[config.mk]
export PLATFORM = sky130hd
export DESIGN_NAME = serial_adder
export DESIGN_NICKNAME = d
export VERILOG_FILES = /design/src/rtl/serial_adder_pkg.sv /design/src/rtl/serial_adder_full_adder.sv /design/src/rtl/serial_adder.sv
export SDC_FILE = /design/constraint.sdc
export NUM_CORES = 1
export LEC_CHECK = 0
export CAP_MARGIN = 20
export CORE_ASPECT_RATIO = 0.6
export CORE_UTILIZATION = 55
export CTS_BUF_LIST = sky130_fd_sc_hd__clkbuf_2
export DETAILED_ROUTE_END_ITERATION = 8
export DONT_BUFFER_PORTS = 1
export GPL_ROUTABILITY_DRIVEN = 0
export PLACE_DENSITY = 0.8
export SLEW_MARGIN = 10
export SYNTH_ARGS = -nofsm -noshare
export SYNTH_HDL_FRONTEND = slang
export SYNTH_HIERARCHICAL = 1
export SYNTH_SLANG_ARGS = --single-unit
export TNS_END_PERCENT = 5
[constraint.sdc]
create_clock -name clk -period 2.7 [get_ports clk]
set_input_delay 0.81 -clock clk [delete_from_list [all_inputs] [get_ports clk]]
set_output_delay 0.81 -clock clk [all_outputs]
set_load 0.005 [all_outputs]
[src/rtl/serial_adder_pkg.sv]
// Shared definitions for the bit-serial adder: FSM state encoding and
// the bit-counter width helper.
package serial_adder_pkg;

    typedef logic [1:0] state_t;

    localparam state_t ST_IDLE = 2'd0;
    localparam state_t ST_RUN  = 2'd1;
    localparam state_t ST_DONE = 2'd2;

    // Counter must reach WIDTH without wrapping, hence WIDTH+1 codes.
    function automatic int cnt_width(input int width);
        return $clog2(width + 1);
    endfunction

endpackage

[src/rtl/serial_adder_full_adder.sv]
// One-bit full adder used as the serial bit slice: two half-adder
// stages with their carries merged by an OR.
module full_adder (
    input  logic a,
    input  logic b,
    input  logic cin,
    output logic s,
    output logic cout
);

    logic p;
    logic g_ab;
    logic g_pc;

    assign p    = a ^ b;
    assign g_ab = a & b;
    assign s    = p ^ cin;
    assign g_pc = p & cin;
    assign cout = g_ab | g_pc;

endmodule

[src/rtl/serial_adder.sv]
// Bit-serial WIDTH-bit adder: operands are added LSB-first through one
// full-adder slice with a registered carry; result after WIDTH cycles.
//
// state   | meaning
// --------+---------------------------------------------------------
// IDLE    | waiting for start; sum/cout hold the last result
// RUN     | one bit per clock, sum shifts in from the top
// DONE    | one-cycle done pulse, then back to IDLE unconditionally
module serial_adder
    import serial_adder_pkg::*;
#(
    parameter int WIDTH = 8
) (
    input  logic             clk,
    input  logic             rst,
    input  logic             start,
    input  logic [WIDTH-1:0] a,
    input  logic [WIDTH-1:0] b,
    output logic             busy,
    output logic             done,
    output logic [WIDTH-1:0] sum,
    output logic             cout
);

    localparam int               CNT_W    = cnt_width(WIDTH);
    localparam logic [CNT_W-1:0] LAST_BIT = CNT_W'(WIDTH - 1);

    state_t           state;
    logic [WIDTH-1:0] a_sh;
    logic [WIDTH-1:0] b_sh;
    logic             carry;
    logic [CNT_W-1:0] cnt;
    logic             bit_s;
    logic             bit_c;
    logic [WIDTH-1:0] sum_shift;

    full_adder u_fa (
        .a    (a_sh[0]),
        .b    (b_sh[0]),
        .cin  (carry),
        .s    (bit_s),
        .cout (bit_c)
    );

    // A 1-bit sum register has no upper bits to shift down.
    generate
        if (WIDTH == 1) begin : g_sum_w1
            assign sum_shift = bit_s;
        end else begin : g_sum_wn
            assign sum_shift = {bit_s, sum[WIDTH-1:1]};
        end
    endgenerate

    always_ff @(posedge clk or posedge rst) begin
        if (rst) begin
            state <= ST_IDLE;
            a_sh  <= '0;
            b_sh  <= '0;
            carry <= 1'b0;
            cnt   <= '0;
            sum   <= '0;
            cout  <= 1'b0;
            busy  <= 1'b0;
            done  <= 1'b0;
        end else begin
            case (state)
                ST_IDLE: begin
                    if (start) begin
                        a_sh  <= a;
                        b_sh  <= b;
                        carry <= 1'b0;
                        cnt   <= '0;
                        busy  <= 1'b1;
                        state <= ST_RUN;
                    end
                end
                ST_RUN: begin
                    sum   <= sum_shift;
                    a_sh  <= a_sh >> 1;
                    b_sh  <= b_sh >> 1;
                    carry <= bit_c;
                    cnt   <= cnt + CNT_W'(1);
                    if (cnt == LAST_BIT) begin
                        cout  <= bit_c;
                        busy  <= 1'b0;
                        done  <= 1'b1;
                        state <= ST_DONE;
                    end
                end
                ST_DONE: begin
                    done  <= 1'b0;
                    state <= ST_IDLE;
                end
                default: begin
                    busy  <= 1'b0;
                    done  <= 1'b0;
                    state <= ST_IDLE;
                end
            endcase
        end
    end

endmodule

# Word level (Yosys, flattened, before mapping)
# Cells that the tools add are included.
# word_totals
reg_bits	34
output_inout_bits	11
wordCells	45
# op_classes
addsub	1
n_eq_ne	5
n_mux	16
bitwise_logic	7
n_reduce_logical	7
# ops
op	count
$pmux W8 S2	2
$mux W8	2
$pmux W4 S2	1
$reduce_and A2 Y1	4
$add A4 B1 Y4 const B	1
$eq A4 B3 Y1 const B	1
$mux W1	4
$mux W2	2
$mux W4	1
$ne A2 B2 Y1 const B	2
$pmux W1 S2	2
$pmux W2 S2	1
$pmux W1 S3	1
$reduce_and A3 Y1	1
$and A1 B1 Y1	2
$eq A2 B1 Y1 const B	1
$eq A2 B2 Y1 const B	1
$logic_not A2 Y1	1
$not A1 Y1	2
$reduce_bool A2 Y1	1
$xor A1 B1 Y1	2
$or A1 B1 Y1	1

# Depth between registers and ports, before layout
# logic_depth
depth_word	4
ltp_mapped	5

# Cells and area by module
# Netlist, hierarchy kept.
# modules_own_cells
mod	n_inst	cells_per_inst	area_each_um2	seq_area_each_um2
serial_adder	1	137	1503.9	850.8
full_adder	1	1	20.0	0.0

# Worst setup path before layout
# OpenSTA, ideal clock, no wires.
# synth_timing
path_type	in2reg
start	in start
end	reg a_sh[0]
setup_time_ns	0.083
arrival_time_ns	1.354
t_required_ns	2.617
setup_slack_ns	1.263
cell_stages	4
n_path_buf	1
cell_sequence	o21bai_2 -> buf_2 -> nand2_1 -> o21ai_0
# synth_via
elab_chain_cells	2
# synth_lines
item	line	text
start: declaration	serial_adder.sv:16	input logic start,
$ne A2 B2 Y1 (no line)	-	
$reduce_and A2 Y1 (no line)	-	
end signal: assignment	serial_adder.sv:79	a_sh <= a_sh >> 1;
end: declaration	serial_adder.sv:29	logic [WIDTH-1:0] a_sh;
# No other way between the ends.
# A chain may end at the register's enable or synchronous reset.

# Worst setup path after layout
# layout_timing
start	reg state[0]
end	reg cout
# layout_via
elab_chain_cells	2
# layout_lines
item	line	text
start: declaration	serial_adder.sv:28	state_t state;
start signal: assignment	serial_adder.sv:56	state <= ST_IDLE;
start signal: assignment	serial_adder.sv:74	state <= ST_RUN;
start signal: assignment	serial_adder.sv:87	state <= ST_DONE;
$eq A2 B1 Y1	serial_adder.sv:66	case (state)
$reduce_and A2 Y1 (no line)	-	
end signal: assignment	serial_adder.sv:84	cout <= bit_c;
end: declaration	serial_adder.sv:22	output logic cout
# No other way between the ends.

==> impl_metrics.yaml <==
global_route:
  grt_max_degree: 35
  grt.total_usage_pct: 22.0
  overflow: 0
  grt_pass1_wl_mm: 4.86
  grt_pass1_vias: 996
  antenna_found_initial: 0
setup_path:
  crit_chain: "nor2b_1, buf_4, and2_4, mux2_4"
  critPathArrivalTime_ns: 2.04
  crit_type: "flop to flop"
  r2r_end: "cout$_DFFE_PP0P_"
  cp.required_ns: 2.97
  critPathLaunchType: "flop"
  timing.rr.start: "state[0]$_DFFE_PP0P_"
  crit_path_end_kind: "flop"
  rrSetupSlack_ns: 0.93
  max_stage_delay_ns: 0.78
  cp_max_fo: 23
  rr_worst_depth: 4
  crit_slowest_cell: "dfrtp_1"
routing:
  top_layer: "met4"
  first_iter_violations: 64
  via_count: 1030
  ant_nets: 0
  wirelength_mm: 2.95
  met2_length_mm: 1.29
  wl_per_cell_um: 17.0
  route.detailed.drc: 0
  avgViaCountPerCell: 5.95
  met3_length_um: 192
  wl_met1_mm: 1.42
  dr.pass1.iters: 4
floorplanning:
  start_util_pct: 59.6
  dieWidth_um: 70.0
  die_y_um: 42.8
  rows: 14
  core_sq_um: 2560
  ios: 30
  dieArea_sq_um: 2990
power_and_ir_drop:
  vdd_ir_drop_max_mv: 0.485
  finalPower_mw: 1.76
  p_per_area_nw_per_um2: 1120
  power_frac_seq_pct: 52.5
  p_sw_mw: 0.661
  power.internal_mw: 1.10
  p_comb_share_pct: 34.7
  clockPowerShare_pct: 12.7
  p_sw_share_pct: 37.6
  p_leak_nw: 0.706
yosys:
  yosys.area.top_type: "dfrtp_1"
  synthesis.nets: 159
  synthesis.area_sq_um: 1520
  syn_inst: 138
  ys_warn_count: 6
  synthDistinctLibCells: 24
  synth.yosys.seq_area_share_pct: 55.8
  synth_top_area_share_pct: 55.8
  async_flop_share_pct: 100
  synth.area.top_cells: "dfrtp_1 56%, mux2_2 6.7%, o21ai_0 6.2%"
  synth_flop_cell: "dfrtp_1"
  yosys_register_bits: 34
  syn_area_per_cell_sq_um: 11.0
  synth_common_cells: "34 x dfrtp_1, 19 x o21ai_0, 15 x nand2_1, 9 x mux2_2, 8 x nor2b_1"
  synth-edff-count: 0
  synthMostInstantiatedCell: "dfrtp_1"
run_status:
  outcome: "completed"
cts:
  cts_buffer_depth: 2
  cts_hold_buf: 0
  clock_latency_ns: 0.36
  cts_tree: "done"
  cts_resized: 0
  post_cts_buffers: 0
  cts_buffers: 5
  clock_sinks: 34
  clk_pin_slew_ns: 0.17
  cts_root_buffer: "clkbuf_2"
  htree_levels: 2
final_layout:
  syn2layout_area_growth_pct: 3.45
  fillers: 198
  final_area_sq_um: 1580
  antennaDiodeCount: 0
  final_core_util_pct: 61.6
  drive_above_1_share_pct: 15.6
  final_nets: 161
  finalNonFillerCells: 173
sta:
  hold_slack_ns: 0.404
  clock_skew_ns: 0.0119
  slew_violations: 0
  period_share_pct: 65.5
  min_period_ns: 1.77
  worst_pin_slew_ns: 0.654
  layout_setup_ws_ns: 0.931
  tns_ns: 0
  timing.slew.headroom_pct: 56.4
  hold_violations: 0
  finalSetupViolCount: 0
  rsz0062_at_grt: "false"
  fmax_ghz: 0.565
place:
  dp_cells: 165
  place_ws_ns: 0.989
  portBuffers: 0
  placed_area_sq_um: 1540
  place.detailed.hpwl_mm: 2.03
min_path:
  min_path_type: "input port to asynchronous set/reset pin"
run:
  cap_violations: 0
[cells in the final DEF, fill, tap and decap left out, types with 2 or more instances in the layout]
master	synthesis	layout
dfrtp_1	34	34
o21ai_0	19	19
nand2_1	15	15
mux2_2	9	9
nor2b_1	8	8
a22oi_1	7	7
a21oi_1	7	7
and2_1	7	7
a31oi_1	7	7
clkbuf_2	0	6
nor2_1	3	3
a22o_1	3	3
buf_4	0	3
clkinv_1	1	2
mux2i_1	2	2
[cell type report]
| class | instances | area [sq um] | area share (%) |
|---|---|---|---|
| sequential | 34 | 851 | 54.0 |
| multi-input combinational | 94 | 617 | 39.1 |
| timing repair buffer | 3 | 22.5 | 1.43 |
| tap | 32 | 40.0 | 2.54 |
| inverter | 2 | 7.51 | 0.476 |
| clock buffer | 6 | 30.0 | 1.90 |
| clock inverter | 2 | 8.76 | 0.556 |
[critical path, delay by kind of cell (launching register included)]
family	cells	cell delay (ns)
buffers and inverters	1	0.23
flip-flops	1	0.78
multiplexers	1	0.28
AND/OR/NAND/NOR	2	0.38
[logic make-up (layout without fill, tap and decap cells)]
logic type                 Yosys count  after routing  synth area share (%)
muxes                               12             12                  8.95
and+or+nand+nor                     36             36                  12.1
AOI/OAI and AO/OA                   44             44                  17.3
buffers and inverters               10             13                  3.69
adders and majority gates            2              2                  2.13
DFF                                 34             34                  55.8
[per-layer routing]
metal | up-vias | track usage [%]
li1 | 489 | -
met1 | 505 | 30.5
met2 | 30 | 31.2
met3 | 6 | 8.31
met4 | 0 | 9.20
met5 | - | 0
[sequential cells by signal (all words and copies together), names as in the netlist]
register and flops:
a_sh 8, b_sh 8, sum 8, cnt 4, state 2, busy 1
carry 1, cout 1, done 1
[power by group through the flow]
stage,clock network [mW],registers [mW],logic [mW]
after floorplan,0,0.852,0.568
after global placement,0,0.919,0.574
after detailed placement,0,0.931,0.611
after CTS,0.229,0.921,0.614
after global routing,0.250,0.951,0.683
final,0.224,0.924,0.611
[worst max path at each step]
stage,from,to,slack (ns),cells past startpoint
global route,state[0]$_DFFE_PP0P_,a_sh[6]$_DFFE_PP0P_,0.86,3
CTS,state[0]$_DFFE_PP0P_,cout$_DFFE_PP0P_,0.95,4
global placement,state[0]$_DFFE_PP0P_,cout$_DFFE_PP0P_,1.02,4
finish,state[0]$_DFFE_PP0P_,cout$_DFFE_PP0P_,0.93,4
detailed placement,state[0]$_DFFE_PP0P_,cout$_DFFE_PP0P_,0.99,4
floorplan,rst,a_sh[0]$_DFFE_PP0P_,1.14,1
(Power assumes the default switching activity.)
